File: config.mk
export PLATFORM = sky130hd
export DESIGN_NAME = fsk_tx_scheduler
export DESIGN_NICKNAME = d
export VERILOG_FILES = /design/src/rtl/fsk_tx_scheduler.sv
export SDC_FILE = /design/constraint.sdc
export NUM_CORES = 1
export LEC_CHECK = 0
export ABC_AREA = 1
export CAP_MARGIN = 20
export CORE_AREA = 2 2 69 71
export DETAILED_ROUTE_END_ITERATION = 6
export DIE_AREA = 0 0 71 73
export SYNTH_ARGS = -nofsm -noshare
export SYNTH_HDL_FRONTEND = slang
export SYNTH_SLANG_ARGS = --single-unit
File: constraint.sdc
create_clock -name clk -period 2.5 [get_ports clk]
set_input_delay 0.25 -clock clk [delete_from_list [all_inputs] [get_ports clk]]
set_output_delay 0.25 -clock clk [all_outputs]
set_load 0.02 [all_outputs]
File: src/rtl/fsk_tx_scheduler.sv
// Frames bytes as start/8 data (LSB first)/stop FSK bits and drives the tone divider's half-period count.
// Optional macro FSK_PHASE_SYNC_EN: new counts reach div_c only on a rising edge of the fed-back tone_clk.

module fsk_tx_scheduler #(
    parameter int unsigned BIT_CYCLES = 5000,
    parameter logic [31:0] C_MARK     = 32'd1249,
    parameter logic [31:0] C_SPACE    = 32'd2499
) (
    input  logic        clk,
    input  logic        rst_n,
    input  logic [7:0]  tx_data,
    input  logic        tx_valid,
    output logic        tx_ready,
    input  logic        tone_clk,
    output logic [31:0] div_c,
    output logic        bit_out,
    output logic        busy
);

    localparam int unsigned      CNT_W    = (BIT_CYCLES > 2) ? $clog2(BIT_CYCLES) : 1;
    localparam logic [CNT_W-1:0] CNT_LAST = CNT_W'(BIT_CYCLES - 32'd1);

    generate
        if (BIT_CYCLES < 2) begin : g_bad_bit_cycles
            $error("fsk_tx_scheduler: BIT_CYCLES must be at least 2");
        end
    endgenerate

    typedef enum logic [1:0] {
        ST_IDLE  = 2'd0,
        ST_START = 2'd1,
        ST_DATA  = 2'd2,
        ST_STOP  = 2'd3
    } state_t;

    state_t           state_q, state_d;
    logic [CNT_W-1:0] bit_cnt_q, bit_cnt_d;
    logic [2:0]       bit_idx_q, bit_idx_d;
    logic [7:0]       shift_q, shift_d;
    logic             tx_ready_q, tx_ready_d;
    logic             busy_q, busy_d;
    logic             bit_out_q, bit_out_d;
    logic [31:0]      div_c_q, div_c_d;
    logic             tone_prev_q, tone_prev_d;
    logic [31:0]      pending_q, pending_d;
    logic [31:0]      target_s;
    logic             accept_s;
    logic             bit_end_s;
    logic             unused_s;

    function automatic logic [31:0] c_for_bit(input logic b);
        if (b) begin
            return C_MARK;
        end else begin
            return C_SPACE;
        end
    endfunction

    assign accept_s  = (state_q == ST_IDLE) && tx_valid && tx_ready_q;
    assign bit_end_s = (bit_cnt_q == CNT_LAST);
    // Only meaningful in the phase-sync build; keeps every input and register referenced.
    assign unused_s  = ^{tone_clk, tone_prev_q, pending_q};

    // State register.
    always_ff @(posedge clk) begin
        if (!rst_n) begin
            state_q <= ST_IDLE;
        end else begin
            state_q <= state_d;
        end
    end

    // Next-state logic: every bit lasts exactly BIT_CYCLES clocks.
    always_comb begin
        state_d = state_q;
        case (state_q)
            ST_IDLE: begin
                if (accept_s) state_d = ST_START;
                else          state_d = ST_IDLE;
            end
            ST_START: begin
                if (bit_end_s) state_d = ST_DATA;
                else           state_d = ST_START;
            end
            ST_DATA: begin
                if (bit_end_s && (bit_idx_q == 3'd7)) state_d = ST_STOP;
                else                                 state_d = ST_DATA;
            end
            ST_STOP: begin
                if (bit_end_s) state_d = ST_IDLE;
                else           state_d = ST_STOP;
            end
            default: state_d = ST_IDLE;
        endcase
    end

    // Output and datapath next values; outputs follow the next state so they change on the transition edge.
    always_comb begin
        if (state_q == ST_IDLE) begin
            bit_cnt_d = {CNT_W{1'b0}};
        end else if (bit_end_s) begin
            bit_cnt_d = {CNT_W{1'b0}};
        end else begin
            bit_cnt_d = bit_cnt_q + CNT_W'(1'b1);
        end

        if ((state_q == ST_DATA) && bit_end_s) begin
            bit_idx_d = bit_idx_q + 3'd1;
        end else if (state_q == ST_DATA) begin
            bit_idx_d = bit_idx_q;
        end else begin
            bit_idx_d = 3'd0;
        end

        if (accept_s) begin
            shift_d = tx_data;
        end else if ((state_q == ST_DATA) && bit_end_s) begin
            shift_d = {1'b0, shift_q[7:1]};
        end else begin
            shift_d = shift_q;
        end

        case (state_d)
            ST_IDLE:  bit_out_d = 1'b1;
            ST_START: bit_out_d = 1'b0;
            ST_DATA:  bit_out_d = shift_d[0];
            ST_STOP:  bit_out_d = 1'b1;
            default:  bit_out_d = 1'b1;
        endcase

        tx_ready_d = (state_d == ST_IDLE);
        busy_d     = (state_d != ST_IDLE);
        target_s   = c_for_bit(bit_out_d);
        pending_d  = target_s;
`ifdef FSK_PHASE_SYNC_EN
        tone_prev_d = tone_clk;
        if (tone_clk && !tone_prev_q) begin
            div_c_d = pending_q;
        end else begin
            div_c_d = div_c_q;
        end
`else
        tone_prev_d = 1'b0;
        div_c_d     = target_s;
`endif
    end

    // Datapath and registered outputs.
    always_ff @(posedge clk) begin
        if (!rst_n) begin
            bit_cnt_q   <= {CNT_W{1'b0}};
            bit_idx_q   <= 3'd0;
            shift_q     <= 8'd0;
            tx_ready_q  <= 1'b0;
            busy_q      <= 1'b0;
            bit_out_q   <= 1'b1;
            div_c_q     <= C_MARK;
            tone_prev_q <= 1'b0;
            pending_q   <= C_MARK;
        end else begin
            bit_cnt_q   <= bit_cnt_d;
            bit_idx_q   <= bit_idx_d;
            shift_q     <= shift_d;
            tx_ready_q  <= tx_ready_d;
            busy_q      <= busy_d;
            bit_out_q   <= bit_out_d;
            div_c_q     <= div_c_d;
            tone_prev_q <= tone_prev_d;
            pending_q   <= pending_d;
        end
    end

    assign tx_ready = tx_ready_q;
    assign busy     = busy_q;
    assign bit_out  = bit_out_q;
    assign div_c    = div_c_q;

endmodule
# Word level (Yosys, flattened, before mapping)

Index checks and enable logic that the tools add are counted.

Flip-flop bits (word level): 61
Logic and storage cells: 42
Output and inout bits: 35

Mux-type cells: 11
$add $sub $neg: 2
Reductions and logical operators: 10
Bitwise operators: 1
Equal/unequal tests: 9

Operators by type and width:

| kind                                                                    | count |
|---|---|
| 8-bit two-way mux                                                       | 2 |
| 13-bit by 1-bit adder with 13-bit output, second input constant         | 1 |
| 13-bit equality test, second input constant                             | 1 |
| 12-bit two-way mux                                                      | 1 |
| 2-bit equality test, second input constant                              | 4 |
| 2-bit case mux with 4 select lines                                      | 1 |
| 3-bit two-way mux                                                       | 2 |
| 2-bit by 1-bit equality test with 1-bit output, second input constant   | 2 |
| 1-bit logical AND                                                       | 4 |
| 2-bit logical NOT                                                       | 2 |
| 2-bit two-way mux                                                       | 2 |
| 2-bit nonzero test                                                      | 2 |
| 3-bit by 1-bit adder with 3-bit output, second input constant           | 1 |
| 3-bit equality test, second input constant                              | 1 |
| 1-bit case mux with 3 select lines                                      | 1 |
| 3-bit OR reduction                                                      | 1 |
| 1-bit two-way mux                                                       | 2 |
| 2-bit by 1-bit inequality test with 1-bit output, second input constant | 1 |
| 2-bit OR reduction                                                      | 1 |
| 1-bit NOT                                                               | 1 |

# Depth between registers and ports, before layout

Gate-level depths: netlist of run 1.

Depth after elaboration: 9
Mapped depth: 15
Depth with buffers taken out: 15

# Worst setup path before layout of run 1

Ideal clock, no wire load.

Kind: reg2reg
Start: register bit_cnt_q[0]
End: register div_c_q[10] (netlist: div_c[10])
Arrival time: 1.688 ns
Required time: 2.387 ns
Stages on the path, launching flop included: 16
Slack: 0.699 ns
Cells stage by stage: dfxtp_1 ha_1 nand2_2 inv_2 nand2_2 nor2_4 nand3_2 inv_1 nand2_1 nand2_1 inv_2 ha_1 inv_1 nand2_1 nand2_1 nand2_1

Longest elaborated chain between the ends: 8
Elaborated cells on any way between the ends: 16
Classes of those cells: 4 x eq/ne; 8 x mux; 4 x reduce/logical

Ends and longest elaborated chain:

| element                                                  | RTL line | RTL |
|---|---|---|
| start: declaration                                       | 37       | `logic [CNT_W-1:0] bit_cnt_q, bit_cnt_d;` |
| start signal: assignment                                 | 151      | `bit_cnt_q <= {CNT_W{1'b0}};` |
| start signal: assignment                                 | 161      | `bit_cnt_q <= bit_cnt_d;` |
| 13-bit equality test (*)                                 | 60       | `assign bit_end_s = (bit_cnt_q == CNT_LAST);` |
| 1-bit logical AND                                        | 86       | `if (bit_end_s && (bit_idx_q == 3'd7)) state_d = ST_STOP;` |
| 1-bit two-way mux                                        | 86       |  |
| 2-bit case mux with 4 select lines (*)                   | 76       | `case (state_q)` |
| via state_d[0]                                           | 36       | `state_t state_q, state_d;` |
| 2-bit equality test or 2-bit logical NOT (tied branches) | 123      | `case (state_d)` |
| 2-bit OR reduction (no line)                             | n/a      |  |
| 1-bit case mux with 3 select lines (*)                   | 123      |  |
| 12-bit two-way mux (*)                                   | 52       | `if (b) begin` |
| end signal: assignment                                   | 167      | `div_c_q <= div_c_d;` |
| end: declaration                                         | 43       | `logic [31:0] div_c_q, div_c_d;` |

Mark *: on every way through the listed nets, which the timed path passes. The rest lies on a longest branch. The select of a mux whose other input is x is not followed.
A chain may end at the register's enable or synchronous reset.

# Worst setup path after layout of run 1

Same ends and word-level chain as after synthesis.

==> metrics.md, run 1 <==
| Metric | Value |
|---|---|
| Total gr overflow | `0` |
| Worst setup SP type | `register` |
| Mux cell area share after synthesis | `0` |
| Pwr dens | `about 570 nW/um2` |
| Post-synthesis simple-gate area fraction | `0.257` |
| GR Layer Usage met1 | `0.137` |
| Vias per std cell | `between 4 and 5` |
| DR pass1 iterations | `4` |
| Clk slew on worst S/H paths | `around 60 ps` |
| CP endpoint kind | `register` |
| Arrival time worst endpoint | `approximately 2200 ps` |
| Max cap viols | `0` |
| Die H | `between 70 and 80 um` |
| Kind of critical path | `reg -> reg` |
| Max-slew violations | `0` |
| Post-cts hold buffer count | `0` |
| Setup TNS | `0 ps` |
| Diodes inserted | `0` |
| Fin crit share | `0.806` |
| Std-Cell Rows | `25` |
| Antenna Violating Nets Remaining | `0` |
| Routed via count | `~1200` |
| Port bufs | `18` |
| CTS max path bufs | `2` |
| Asr flop ratio synth | `0` |
| # DRC | `0` |
| Crit path largest cell delay | `between 300 and 400 ps` |
| Critical Path RT | `about 2700 ps` |
| First-pass GRT wire length | `roughly 4400 um` |
| Core area | `around 4500 um2` |
| Grt peak-use layer | `met2` |
| Status | `completed` |
| Die X | `about 70 um` |
| Fin util | `0.397` |
| Die ar. | `~5200 um2` |
| GR met3 Demand/Resource | `0.0373` |
| Synth warn | `0` |
| CP max stage cell | `dfxtp_1` |
| CP max FO | `4` |
| Largest family of logic cells by synthesized area | `simple AND/OR/NAND/NOR gates` |
| Clock network power share | `0.350` |
| Vias in the first global route | `996` |
| Seq pwr share | `0.492` |
| Post-synth EDFFs | `0` |
| Final worst path period need | `just over 2000 ps` |
| CTS tree | `built` |
| Leakage power | `about 0.75 nW` |
| Clock sinks | `30` |
| VDD IR max | `0.317 mV` |
| Xor and xnor area share after synthesis | `0.0314` |
| Number of setup buffers added after CTS | `0` |
| Most used DFF post-synth | `dfxtp_1` |
| DPL Wire Length | `between 1500 and 2000 um` |
| Sw Ratio | `0.274` |
| PostCTS Resize Cnt | `0` |
| FF+latch count, synth | `30` |
| Area grow syn2layout | `10.1%` |
| RePlAce Congestion | `0.690` |
| CTS HTree Levels | `2` |
| DRT iter0 DRCs | `34` |
| Switching power | `between 200 and 300 uW` |
| Sequential area share after synthesis | `0.367` |
| Synth Area in Compound Gates | `0.0819` |
| Worst min path class | `reg -> reg` |
| Num CTS Buffers | `5` |
| Cell mode on critical path | `nand2_1` |
| Ports | `47` |
| WL final | `2490 um` |
| Area share of fa/ha/maj cells after synthesis | `0.0459` |
| Initial Util | `0.361` |
| Crit-path cells | `ha_1, nand2_2, inv_2, nand2_2, nor2_4, nand3_2, inv_1, nand2_1, nand2_1, inv_2, ha_1, inv_1, nand2_1, nand2_1, nand2_1` |
| Synthesized area per cell | `between 7 and 8 um2` |
| Synth cell types | `31` |
| Clk_skew | `2.85 ps` |
| Final setup viols | `0` |
| Clk root buf | `clkbuf_8` |
| Share of layout cells above drive strength 1 | `0.132` |
| Pint | `around 750 uW` |
| Post-Syn Instances | `between 200 and 250` |
| Mapped cell area | `roughly 1600 um2` |
| Combinational group share of total power | `0.158` |
| Antenna violations before repair | `0` |
| Clock Latency Late Sink | `between 200 and 300 ps` |
| Mean routed wirelength per cell | `roughly 8.8 um` |
| Final nets | `around 250` |
| Fmax | `just under 500 MHz` |
| Pin count of the biggest net entering global routing | `13` |
| Gr usage total | `0.111` |
| Met2 Resource Use GR | `0.163` |
| Hold Vio Cnt, Final | `0` |
| RSZ-0062 raised after global routing | `false` |
==> metal layers <==
metal  wire [um]  up-vias  share of wire
li1            -      636              -
met5           0        -              0
met3         127        6          0.051
met1        1150      507           0.46
met4          81        0          0.032
met2        1140       33           0.46
==> per-stage QoR <==
stage	std cells	hold slack, ps	setup WS [ps]	total power, mW	area (um2)
after CTS	282	451	474	1.05	1800
after detailed placement	275	437	485	0.682	1720
after global routing	282	464	267	1.09	1800
after global placement	275	435	514	0.681	1720
final	282	445	485	1.03	1800
after floorplan	236	399	699	0.672	1730
==> Yosys cell counts, types with 2 or more instances <==
cell type / number / share of area
nor2_2: 5 / 0.019
nor3_1: 3 / 0.0092
dfxtp_1: 30 / 0.37
a31oi_1: 6 / 0.023
o21ai_0: 4 / 0.012
xor2_1: 2 / 0.011
nand2_2: 3 / 0.011
xnor2_1: 2 / 0.011
inv_1: 16 / 0.037
nand2_1: 39 / 0.090
buf_6: 2 / 0.014
nor2_1: 21 / 0.048
inv_2: 5 / 0.011
a21oi_1: 7 / 0.021
o21ai_1: 5 / 0.015
nand3_1: 7 / 0.021
nand3_2: 2 / 0.012
ha_1: 6 / 0.046
nor2_4: 2 / 0.014
buf_4: 32 / 0.15
conb_1: 2 / 0.0046
==> power by group through the flow <==
stage / clock [mW] / sequential, mW / combinational [mW]
2_1_floorplan: 0 / 0.525 / 0.147
4_1_cts: 0.375 / 0.508 / 0.164
3_3_place_gp: 0 / 0.517 / 0.163
6_report: 0.361 / 0.508 / 0.163
3_5_place_dp: 0 / 0.518 / 0.164
5_1_grt: 0.398 / 0.510 / 0.180
==> registers in the layout (all words and copies together) (netlist names) <==
signal,count
state_q,2
busy,1
shift_q,8
bit_idx_q,3
bit_cnt_q,13
div_c,2
tx_ready,1
==> path summary, 6_finish.rpt <==
kind | endpoint | slack [ps] | startpoint | depth (start not counted)
setup / recovery | div_c[10]$_SDFF_PN1_ | 480 | bit_cnt_q[0]$_SDFF_PP0_ | 15
hold / removal | bit_cnt_q[0]$_SDFF_PP0_ | 450 | bit_cnt_q[0]$_SDFF_PP0_ | 1
setup reg to reg | div_c[10]$_SDFF_PN1_ | 480 | bit_cnt_q[0]$_SDFF_PP0_ | 15
hold reg to reg | bit_cnt_q[0]$_SDFF_PP0_ | 450 | bit_cnt_q[0]$_SDFF_PP0_ | 1
==> placed cells by master, fill, tap and decap left out <==
cell             instances
a21oi_1                  7
a21oi_2                  1
a31oi_1                  6
buf_4                    2
clkbuf_1                 2
clkbuf_8                 5
clkdlybuf4s50_1         18
conb_1                  27
dfxtp_1                 30
ha_1                     6
inv_1                   16
inv_2                    5
nand2_1                 39
nand2_2                  3
nand2_4                  1
nand3_1                  7
nand3_2                  2
nand4_1                  1
nor2_1                  21
nor2_2                   5
nor2_4                   2
nor3_1                   3
nor3_2                   1
nor3b_2                  1
o211ai_1                 1
o21ai_0                  4
o21ai_1                  5
or2_1                    1
or2_2                    1
xnor2_1                  2
xor2_1                   2
xor2_2                   1
==> area by class of cell <==
type,instances,area (um2)
fillers,473,2740
inverters,21,78.8
well taps,54,67.6
flip-flops and latches,30,601
repair buffers,20,195
multi-input cells,150,782
clock buffers,7,76.3
==> worst max-delay path: cells and delay by family (launching register included) <==
family	cells	cell delay, ps
and+or+nand+nor	9	780
buffers and inverters	4	320
adders and majority gates	2	470
DFF	1	350
==> kinds of logic (layout without fill, tap and decap cells) <==
family	Yosys count	count (layout)
AND/OR/NAND/NOR	88	88
buffers and inverters	56	48
flip-flops	30	30
AO/OA/AOI/OAI	24	24
adder cells (fa/ha/maj)	6	6
XOR/XNOR	5	5
other	2	27
Power figures use the tool's default switching activity.
==> inputs of run 2 (changes only) <==
- PLACE_DENSITY: default -> 0.67
- clock period: 2.5 -> 1.8 ns (I/O delays scaled with it)
==> run 2 against run 1 <==
Compared with the run above: fmax increased by 16%; die area stayed put; cell count grew 4.6%; via count grew 5.7%; first-iteration DRC count up 24%; worst setup slack got worse by 430 ps; clock power rose by 35%; utilization grew 3.0 points; critical path type unchanged.
==> metrics.md, run 2 (same netlist as run 1, synthesis figures left out) <==
| Metric | Value |
|---|---|
| Die H | `73 um (unchanged)` |
| Share of layout cells above drive strength 1 | `0.216 (+0.0842)` |
| Die X | `71 um (unchanged)` |
| Max-slew violations | `0 (unchanged)` |
| Crit-path cells | `ha_4, nand2_4, inv_2, nand2_2, nor2_4, nand2_4, nor2_4, xor2_2, ha_4, inv_2, nand2_2, nand2_1, nand2_1` |
| Crit path depth | `13 (-2)` |
| Leakage power | `0.822 nW (+9.6%)` |
| FILL cells | `459 (-3.0%)` |
| Final setup viols | `0 (unchanged)` |
| Register area | `603 um2 (+0.42%)` |
| Dpl cell area | `1800 um2 (+4.4%)` |
| DPL Wire Length | `1970 um (+5.0%)` |
| Clk root buf | `clkbuf_8` |
| Hold Vio Cnt, Final | `0 (unchanged)` |
| Mean routed wirelength per cell | `8.78 um (-0.73%)` |
| RSZ-0062 raised after global routing | `true` |
| Pwr dens | `743 nW/um2 (+30%)` |
| Clk slew on worst S/H paths | `60 ps (about the same)` |
| Fmax | `573 MHz (+16%)` |
| First-pass GRT wire length | `4490 um (+2.8%)` |
| R2R depth | `13 (-2)` |
| Multi-input gate area | `820 um2 (+4.8%)` |
| Arrival time worst endpoint | `1920 ps (-270 ps)` |
| DR pass1 iterations | `4 (unchanged)` |
| Antenna violations before repair | `0 (unchanged)` |
| Most frequent cells in the layout | `nand2_1 (37), dfxtp_1 (28), conb_1 (27)` |
| VDD IR max | `0.383 mV (+21%)` |
| Area grow syn2layout | `18.5%` |
| CTS tree | `built` |
| # DRC | `0 (unchanged)` |
| CP endpoint kind | `register` |
| Initial Util | `0.361 (unchanged)` |
| CP max stage cell | `dfxtp_2` |
| Ports | `47 (unchanged)` |
| Worst reg-to-reg setup slack | `60 ps (-430 ps)` |
| Vias per std cell | `4.23 (+1.0%)` |
| Die ar. | `5180 um2 (unchanged)` |
| Worst path bufs/invs | `2 (-2)` |
| Crit path largest cell delay | `350 ps (about the same)` |
| CP max FO | `4 (unchanged)` |
| Delay-heaviest family, CP | `simple AND/OR/NAND/NOR gates` |
| Fin area | `1940 um2 (+7.6%)` |
| Total gr overflow | `0 (unchanged)` |
| Max reg flops | `13 (unchanged)` |
| Pin count of the biggest net entering global routing | `13 (unchanged)` |
| RePlAce Congestion | `0.745 (+8.0%)` |
| Clk_skew | `3.72 ps (+0.870 ps)` |
| Num CTS Buffers | `5 (unchanged)` |
| Commonest non-fill, non-tap cell in the layout | `nand2_1` |
| WHS Path Cells | `3 (+2)` |
| Max cap viols | `0 (unchanged)` |
| Kind of critical path | `reg -> reg` |
| Port bufs | `18 (unchanged)` |
| Setup TNS | `0 ps (unchanged)` |
| Worst min path class | `in -> reg` |
| Final worst path period need | `1740 ps (-271 ps)` |
| Final nets | `259 (+5.3%)` |
| CTS max path bufs | `2 (unchanged)` |
| Biggest regs | `bit_cnt_q (13), shift_q (8), bit_idx_q (3)` |
| Antenna Violating Nets Remaining | `0 (unchanged)` |
| Critical Path RT | `1970 ps (-700 ps)` |
| Vias in the first global route | `1111 (+12%)` |
| CTS HTree Levels | `2 (unchanged)` |
| WL final | `2590 um (+3.9%)` |
| Status | `completed` |
| Gr usage total | `0.112 (+0.000679)` |
| Routed via count | `1249 (+5.7%)` |
| Clock Latency Late Sink | `270 ps (about the same)` |
| Core area | `4540 um2 (unchanged)` |
| Worst setup SP type | `register` |
| DRT iter0 DRCs | `42 (+24%)` |
| Fin crit share | `0.969 (+0.163)` |
| Clock sinks | `30 (unchanged)` |
| Top reg by flops | `bit_cnt_q` |
| Diodes inserted | `0 (unchanged)` |
| Std-Cell Rows | `25 (unchanged)` |
-- run 2: report_power, final --
| part | total, mW | switching, mW | internal (mW) |
|---|---|---|---|
| sequential | 0.706 | 0.0140 | 0.692 |
| clock | 0.489 | 0.224 | 0.265 |
| combinational | 0.245 | 0.150 | 0.0955 |
| total | 1.44 | 0.388 | 1.05 |
-- run 2: metrics by stage --
step                      worst slack, ps  instances  utilization  hold slack [ps]  power (mW)
final                                55.1        295        0.427              460        1.44
after global routing                -71.3        295        0.427              494        1.52
after CTS                            1.15        294        0.421              453        1.46
after detailed placement            -9.68        285        0.397              464       0.958
after global placement               24.3        285        0.397              443       0.955
after floorplan                      19.4        236            -              329       0.934
-- run 2: timing repair --
action,in CTS,in global routing
hold buffers,0,0
endpoints found under the setup margin,1,3
setup buffers,2,1
resized for setup,5,5
pin swaps,5,4
-- run 2: path summary, 6_finish.rpt --
check / startpoint / end
worst max-delay path: bit_cnt_q[0]$_SDFF_PP0_ / div_c[10]$_SDFF_PN1_
worst min-delay path: tx_data[7] / shift_q[7]$_SDFFE_PN0P_
worst max register to register: bit_cnt_q[0]$_SDFF_PP0_ / div_c[10]$_SDFF_PN1_
worst min register to register: bit_idx_q[2]$_SDFFE_PN0P_ / bit_idx_q[2]$_SDFFE_PN0P_
-- run 2: layer usage --
metal / share of wire / GRT usage / up-vias
met2: 0.47 / 0.183 / 32
met4: 0.021 / 0.0566 / 0
met1: 0.46 / 0.131 / 551
li1: - / - / 661
met3: 0.046 / 0.0373 / 5
met5: 0 / 0 / -
-- run 2: final cells by class --
class | count | area share
Multi-Input combinational cell | 150 | 0.423
Sequential cell | 30 | 0.311
Timing Repair Buffer | 33 | 0.151
Inverter | 21 | 0.0407
Clock buffer | 7 | 0.0394
Tap cell | 54 | 0.0349
-- run 2: worst reg2reg max path, stage by stage, from the launching register on --
cell and delay [ps]:
dfxtp_2 350, ha_4 150, nand2_4 50, inv_2 60
nand2_2 60, nor2_4 130, nand2_4 80, nor2_4 110
xor2_2 220, ha_4 230, inv_2 50, nand2_2 50
nand2_1 50, nand2_1 40
==> inputs of run 3 (changes only) <==
- ABC_CLOCK_PERIOD_IN_PS: default -> 1800
==> results of run 3 <==
The final DEF is identical to that of run 2; final timing and power are the same.
